**config.mk**
```make
export PLATFORM = sky130hd
export DESIGN_NAME = rega_multizona_ctrl
export DESIGN_NICKNAME = d
export VERILOG_FILES = /design/src/rtl/rega_multizona_ctrl.sv
export SDC_FILE = /design/constraint.sdc
export NUM_CORES = 1
export LEC_CHECK = 0
export CORE_ASPECT_RATIO = 0.7
export CORE_MARGIN = 4
export CORE_UTILIZATION = 51
export CTS_CLUSTER_DIAMETER = 50
export CTS_CLUSTER_SIZE = 10
export DETAILED_ROUTE_END_ITERATION = 8
export GPL_ROUTABILITY_DRIVEN = 0
export PLACE_DENSITY = 0.83
export SYNTH_ARGS = -nofsm -noshare
export SYNTH_HDL_FRONTEND = slang
export SYNTH_SLANG_ARGS = --single-unit
```
**constraint.sdc**
```tcl
create_clock -name clock -period 4 [get_ports clock]
set_input_delay 0.8 -clock clock [delete_from_list [all_inputs] [get_ports clock]]
set_output_delay 0.8 -clock clock [all_outputs]
set_load 0.02 [all_outputs]
```
**src/rtl/rega_multizona_ctrl.sv**
```systemverilog
// Multi-zone irrigation controller: tank level decode, inlet valve hysteresis,
// and round-robin timed watering (sprinkler or drip) across NZONES beds.
//
// state   | meaning
// --------+-----------------------------------------------------------
// S_IDLE  | scanning zones one per cycle, waiting for a dry zone
// S_WATER | one zone's valve is open, countdown running on tick
// S_DONE  | one-cycle close-out: valves shut, timer cleared, ptr advanced
module rega_multizona_ctrl #(
  parameter int NZONES        = 4,
  parameter int TIME_W        = 8,
  parameter int SPRINKLE_TIME = 30,
  parameter int DRIP_TIME     = 90,
  parameter int ZW            = $clog2(NZONES)
) (
  input  logic              clock,
  input  logic              Rst,
  input  logic              tick,
  input  logic              H,
  input  logic              M,
  input  logic              L,
  input  logic              Ua,
  input  logic              T,
  input  logic [NZONES-1:0] Us,
  output logic [NZONES-1:0] Bs,
  output logic [NZONES-1:0] Vs,
  output logic              Ve,
  output logic              Al,
  output logic              ERRO,
  output logic [ZW-1:0]     zone,
  output logic [TIME_W-1:0] time_left,
  output logic              busy
);

  typedef enum logic [1:0] {
    S_IDLE  = 2'd0,
    S_WATER = 2'd1,
    S_DONE  = 2'd2
  } state_t;

  state_t              state, state_nx;
  logic [ZW-1:0]       ptr, ptr_nx, ptr_inc;
  logic [TIME_W-1:0]   timer, timer_nx;
  logic                mode_spr, mode_spr_nx;

  logic                crit, err, ok_drip, ok_spr, want_spr;
  logic                us_sel, abort, early;

  logic [NZONES-1:0]   bs_nx, vs_nx, sel_oh;
  logic                ve_nx, busy_nx;

  assign crit     = ~L;
  assign err      = (H & ~M) | (M & ~L);
  assign ok_drip  = L & ~err;
  assign ok_spr   = M & ~err;
  assign want_spr = ~T & ~Ua & ok_spr;

  assign us_sel  = Us[ptr];
  assign ptr_inc = (ptr == ZW'(NZONES - 1)) ? '0 : ptr + 1'b1;

  // A sprinkler needs the mid level; losing it ends the turn rather than
  // falling back to drip, so the mode never changes mid-watering.
  assign abort = err | crit | (mode_spr & ~M);
  assign early = ~us_sel;

  always_ff @(posedge clock) begin
    if (Rst) begin
      state     <= S_IDLE;
      ptr       <= '0;
      timer     <= '0;
      mode_spr  <= 1'b0;
      Bs        <= '0;
      Vs        <= '0;
      Ve        <= 1'b0;
      Al        <= 1'b0;
      ERRO      <= 1'b0;
      busy      <= 1'b0;
    end else begin
      state     <= state_nx;
      ptr       <= ptr_nx;
      timer     <= timer_nx;
      mode_spr  <= mode_spr_nx;
      Bs        <= bs_nx;
      Vs        <= vs_nx;
      Ve        <= ve_nx;
      Al        <= err | crit;
      ERRO      <= err;
      busy      <= busy_nx;
    end
  end

  always_comb begin
    state_nx    = state;
    ptr_nx      = ptr;
    timer_nx    = timer;
    mode_spr_nx = mode_spr;
    case (state)
      S_IDLE: begin
        if (us_sel && ok_drip) begin
          state_nx    = S_WATER;
          mode_spr_nx = want_spr;
          timer_nx    = want_spr ? TIME_W'(SPRINKLE_TIME) : TIME_W'(DRIP_TIME);
        end else begin
          ptr_nx = ptr_inc;
        end
      end
      S_WATER: begin
        // Abort and early end win over a coincident tick: timer is left as is.
        if (abort || early) begin
          state_nx = S_DONE;
        end else if (tick) begin
          timer_nx = timer - 1'b1;
          if (timer == TIME_W'(1)) begin
            state_nx = S_DONE;
          end
        end
      end
      S_DONE: begin
        state_nx = S_IDLE;
        timer_nx = '0;
        ptr_nx   = ptr_inc;
      end
      default: begin
        state_nx = S_IDLE;
      end
    endcase
  end

  // Output values are computed from the next state so the registered valves
  // open and close on the same edge as the state change.
  always_comb begin
    sel_oh  = NZONES'(1) << ptr_nx;
    bs_nx   = '0;
    vs_nx   = '0;
    busy_nx = (state_nx == S_WATER);
    if (state_nx == S_WATER) begin
      if (mode_spr_nx) begin
        bs_nx = sel_oh;
      end else begin
        vs_nx = sel_oh;
      end
    end
    ve_nx = Ve;
    if (~M & ~err) begin
      ve_nx = 1'b1;
    end else if (H | err) begin
      ve_nx = 1'b0;
    end
  end

  assign zone      = ptr;
  assign time_left = timer;

endmodule

```
## Word-level counts from Yosys, hierarchy flattened

Index checks and enable logic that the tools add are counted.

- Latch bits: 0
- Word-level logic and storage cells: 69
- Bits of input ports: 12
- Memories: 0
- Bits in writable memories: 0
- Output and inout port bits: 22
- Bits in registers: 25
- ROM bits: 0

- Bitwise operators: 20
- Divide/modulo/power cells: 0
- $add $sub $neg: 2
- Equal/unequal tests: 8
- Magnitude comparators: 1
- Shifts and indexed selects: 1
- Reduce and logical (&&, ||, !) cells: 8
- Multiplexer cells: 19
- Multiply operators: 0

Operators by type and width:

| kind | count |
|---|---|
| 2-to-1 mux 8 bit | 3 |
| case mux 8 bit (3 select lines) | 1 |
| 2-to-1 mux 2 bit | 6 |
| AND 1 bit | 8 |
| == test 8 x 1 -> 1 bit, second input constant | 1 |
| NOT 1 bit | 8 |
| case mux 2 bit (2 select lines) | 2 |
| subtractor 8 x 1 -> 8 bit, second input constant | 1 |
| 2-to-1 mux 7 bit | 1 |
| inequality test 2 bit, second input constant | 3 |
| OR reduction 3 bit | 2 |
| 2-to-1 mux 1 bit | 5 |
| == test 2 x 1 -> 1 bit, second input constant | 2 |
| == test 2 bit, second input constant | 2 |
| bitwise OR 1 bit | 4 |
| AND reduction 4 bit | 1 |
| left shift 1 x 2 -> 4 bit, first input constant | 1 |
| < comparator 2 x 3 -> 1 bit, second input constant | 1 |
| nonzero test 3 bit | 1 |
| adder 2 x 1 -> 2 bit, second input constant | 1 |
| binary-select mux 1 bit (select 2 bit) | 1 |
| logical NOT 2 bit | 1 |
| nonzero test 2 bit | 1 |
| logical AND 1 bit | 1 |
| logical OR 1 bit | 1 |

## Depth between registers and ports, before layout

- Depth after elaboration: 11
- Gate-level depth with buffers: 8
- Depth with buffers taken out: 7

## Least setup slack after synthesis

Ideal clock, no wire load.

- Kind: input port to flip-flop
- Start: input port Us[3]
- End: register timer[1], in the netlist time_left[1]
- Cell stages on the path: 6
- Setup slack: 1.643 ns
- Path buffers: 1
- Data arrival time: 2.229 ns
- Data required time: 3.872 ns
- Library setup time: 0.128 ns
- Path through: mux4_2 a31oi_1 o32a_1 buf_2 mux2i_1 nor2_1

- Longest elaborated chain between the ends: 6
- Elaborated cells between the ends (all ways): 8
- Classes of those cells: 2 x eq/ne; 2 x mux; 1 x bitwise; 3 x reduce/logical

Ends and longest elaborated chain:

| what | line | source |
|---|---|---|
| from (decl) | 24 | `input logic [NZONES-1:0] Us,` |
| binary-select mux 1 bit (select 2 bit) * | 58 | `assign us_sel = Us[ptr];` |
| 2-to-1 mux 1 bit (not written as such) * | 58 |  |
| NOT 1 bit | 64 | `assign early = ~us_sel;` |
| logical OR 1 bit | 109 | `if (abort \|\| early) begin` |
| inequality test 2 bit (no source line) | -- |  |
| AND reduction 4 bit (no source line) * | -- |  |
| to (signal assigned) | 81 | `timer <= timer_nx;` |
| to (decl) | 43 | `logic [TIME_W-1:0] timer, timer_nx;` |

Every way passes the cells marked *; elsewhere a longest branch is shown, timed or not. The select of a mux whose other input is x is not followed.
A chain may end at the register's enable or synchronous reset.

## Final worst setup path

- Start: input port M
- End: register timer[5], in the netlist time_left[5]

- Longest elaborated chain between the ends: 8
- Elaborated cells between the ends (all ways): 14
- Classes of those cells: 2 x eq/ne; 9 x bitwise; 3 x reduce/logical

Ends and longest elaborated chain:

| what | line | source |
|---|---|---|
| from (decl) | 20 | `input logic M,` |
| NOT 1 bit | 53, 63 |  |
| AND 1 bit | 53 | `assign err = (H & ~M) \| (M & ~L);` |
| bitwise OR 1 bit | 53 |  |
| bitwise OR 1 bit or NOT 1 bit (tied branches) | 63, 54 |  |
| bitwise OR 1 bit or AND 1 bit (tied branches) | 63, 54 |  |
| logical OR 1 bit or logical AND 1 bit (tied branches) | 109, 99 |  |
| inequality test 2 bit (no source line) | -- |  |
| AND reduction 4 bit (no source line) * | -- |  |

Every way passes the cells marked *; elsewhere a longest branch is shown, timed or not.

==> flow_summary.json <==
{
  "rsz0062_at_grt": "no",
  "grt_pass1_wl_mm": 5.17,
  "synth_adder_area_share_pct": 6.78,
  "drive_gt1_share_pct": 6.63,
  "crit_family": "simple AND/OR/NAND/NOR gates",
  "ctsResizeCount": 0,
  "syn_area_per_cell_um2": 8.62,
  "start_kind": "input port",
  "fmax_mhz": 355,
  "finalHoldViolCount": 0,
  "fill_cells": 175,
  "clk_transition_reported_paths_ns": 0.13,
  "clkSinkCount": 25,
  "ios": 34,
  "slew_headroom_pct": 51.3,
  "n_antenna_cell": 0,
  "grt_pass1_vias": 1120,
  "critPathCaptureType": "flip-flop",
  "synth_mux_area_share_pct": 5.03,
  "start_util_pct": 56.8,
  "crit_buf_inv": 1,
  "synth_seq_cells": 25,
  "hpwl_mm": 2.42,
  "cp_slowest_cell": "or4b_1",
  "cts_made_buffers": 3,
  "ctsHoldBuffers": 0,
  "syn_area_um2": 1290,
  "die_h_um": 50.1,
  "cp_slowest_stage_delay_ns": 0.56,
  "fin_nets": 201,
  "fin_tns_setup_ns": 0,
  "ir_drop_mv": 0.338,
  "grt_usage_pct": 19.7,
  "post-cts-setup-buffers": 0,
  "min_period_ns": 2.82,
  "cp.required_ns": 4.25,
  "clk_latency_ns": 0.32,
  "tightest_slew_ns": 0.728,
  "yosysSeqAreaShare_pct": 38.7,
  "ant_nets": 0,
  "cts_root_buf": "clkbuf_4",
  "arrival_ns": 3.07,
  "synth_compound_area_share_pct": 21.2,
  "whs_ns": 0.485,
  "syn_nets": 169,
  "layout_setup_ws_ns": 1.18,
  "antenna_found_initial": 0,
  "die_area_um2": 3420,
  "maxCapViolations": 0,
  "async_flop_share_pct": 0,
  "maxSlewViolCount": 0,
  "p_total_w": 0.000931,
  "synthFlopType": "dfxtp_1",
  "drtPass1Iterations": 4,
  "critical_path_class": "in -> reg",
  "post_drt_wl_per_cell_um": 15.4,
  "synth-simple-area-share_pct": 24.4,
  "status": "complete, no violations",
  "via_per_inst": 6.01,
  "clock_skew_ns": 0.00173,
  "leakagePower_nw": 0.621,
  "syn_inst": 150,
  "cts.path.max_buffers": 2,
  "portBuffers": 33,
  "syn2layout_area_growth_pct": 28.9,
  "gr-total-overflow": 0,
  "cts_tree": "built",
  "drc": 0,
  "std_cell_rows": 14,
  "place_inst": 209,
  "routed_wl_mm": 3.29,
  "critPathMaxFanout": 15,
  "vias": 1280,
  "cts_max_level": 1,
  "yosys_warnings": 0,
  "fp.dieW_um": 68.2,
  "synth_cell_types": 42,
  "stdcell_count": 213,
  "place_ws_ns": 0.880,
  "hp-class": "reg -> reg",
  "crit_chain": "clkdlybuf4s50_1 -> nand2b_1 -> nand3_2 -> o32a_1 -> or4b_1 -> a21oi_1",
  "drtIter0Drc": 90,
  "finalSetupViolCount": 0,
  "powerDensity_nw_per_um2": 559,
  "grt_max_degree": 19,
  "synth-xor-area-share_pct": 0,
  "core_area_um2": 2280,
  "min_period_over_period_pct": 70.4,
  "synth_edf_count": 0,
  "synth_top_family_by_area": "simple AND/OR/NAND/NOR gates"
}
-- worst reg2reg max path, stage by stage (launching register included) --
cell	delay [ns]
dfxtp_1	0.50
inv_1	0.10
ha_1	0.35
or2_2	0.35
o32a_1	0.35
or4b_1	0.56
a21oi_1	0.14
-- cell usage after synthesis, types with 3 or more instances --
cell | count | area share, %
and3_1 | 4 | 1.9
inv_1 | 7 | 2.0
dfxtp_1 | 25 | 39
a21oi_1 | 15 | 5.8
nor3_1 | 10 | 3.9
nand2b_1 | 4 | 1.9
nor2_1 | 16 | 4.6
nand2_1 | 7 | 2.0
a31oi_1 | 3 | 1.5
clkbuf_1 | 5 | 1.5
ha_1 | 7 | 6.8
or2_2 | 3 | 1.5
o21ai_0 | 7 | 2.7
nand4_1 | 3 | 1.5
-- power breakdown --
part	total (W)	internal [W]	leakage, nW	switching [W]
clock	0.000113	0.0000375	0.0177	0.0000755
combinational	0.000483	0.000208	0.399	0.000276
sequential	0.000335	0.000289	0.204	0.0000459
-- cell families after synthesis --
group	after synthesis
AO/OA/AOI/OAI	42
flip-flops	25
buffers and inverters	13
AND/OR/NAND/NOR	58
adder cells (fa/ha/maj)	7
multiplexers	5
-- layout by cell type, fill, tap and decap left out, types with 2 or more instances in the layout --
cell type and count:
clkdlybuf4s50_1 33, dfxtp_1 25, nor2_1 16, a21oi_1 15
nor3_1 10, inv_1 7, nand2_1 7, o21ai_0 7
ha_1 7, nand2b_1 4, and3_1 4, or2_2 3
a31oi_1 3, nand4_1 3, clkbuf_4 3, o31a_1 2
nand3_1 2, mux2i_1 2, mux2_2 2, and4_1 2
o22ai_1 2
-- cell type report --
cell class | count | area (um^2) | area share (%)
sequential | 25 | 500 | 30.0
clock buffer | 3 | 22.5 | 1.35
multi-input combinational | 112 | 742 | 44.5
timing repair buffer | 33 | 330 | 19.8
tap | 32 | 40.0 | 2.40
clock inverter | 1 | 5.00 | 0.300
inverter | 7 | 26.3 | 1.58
-- per-layer routing --
layer / GRT usage (%) / share of wire, % / up-vias
li1: - / - / 622
met4: 3.96 / 0.67 / 0
met2: 30.7 / 44 / 48
met5: 0 / 0 / -
met1: 27.6 / 49 / 608
met3: 4.55 / 6.8 / 2
-- per-stage QoR --
stage	util [%]	cell area (um^2)
3_5_place_dp	72.0	1640
2_1_floorplan	-	1290
4_1_cts	73.2	1670
5_1_grt	73.2	1670
3_3_place_gp	72.0	1640
6_report	73.2	1670
-- flip-flops by register name, indices dropped and copies added, names as in the netlist --
signal and cells:
zone 2, busy 1, ERRO 1, Al 1, Bs 4, state 2
time_left 8, mode_spr 1, Ve 1, Vs 4
-- worst paths after layout --
path                       startpoint                        end  slack (ns)  cells after the start
hold reg to reg       Ve$_SDFFE_PP0P_            Ve$_SDFFE_PP0P_        0.49                      2
setup / recovery                    M  time_left[5]$_SDFFE_PP0P_        1.18                      6
hold / removal        Ve$_SDFFE_PP0P_            Ve$_SDFFE_PP0P_        0.49                      2
setup reg to reg  state[1]$_SDFF_PP0_  time_left[5]$_SDFFE_PP0P_        1.57                      6
(Power assumes the default switching activity.)
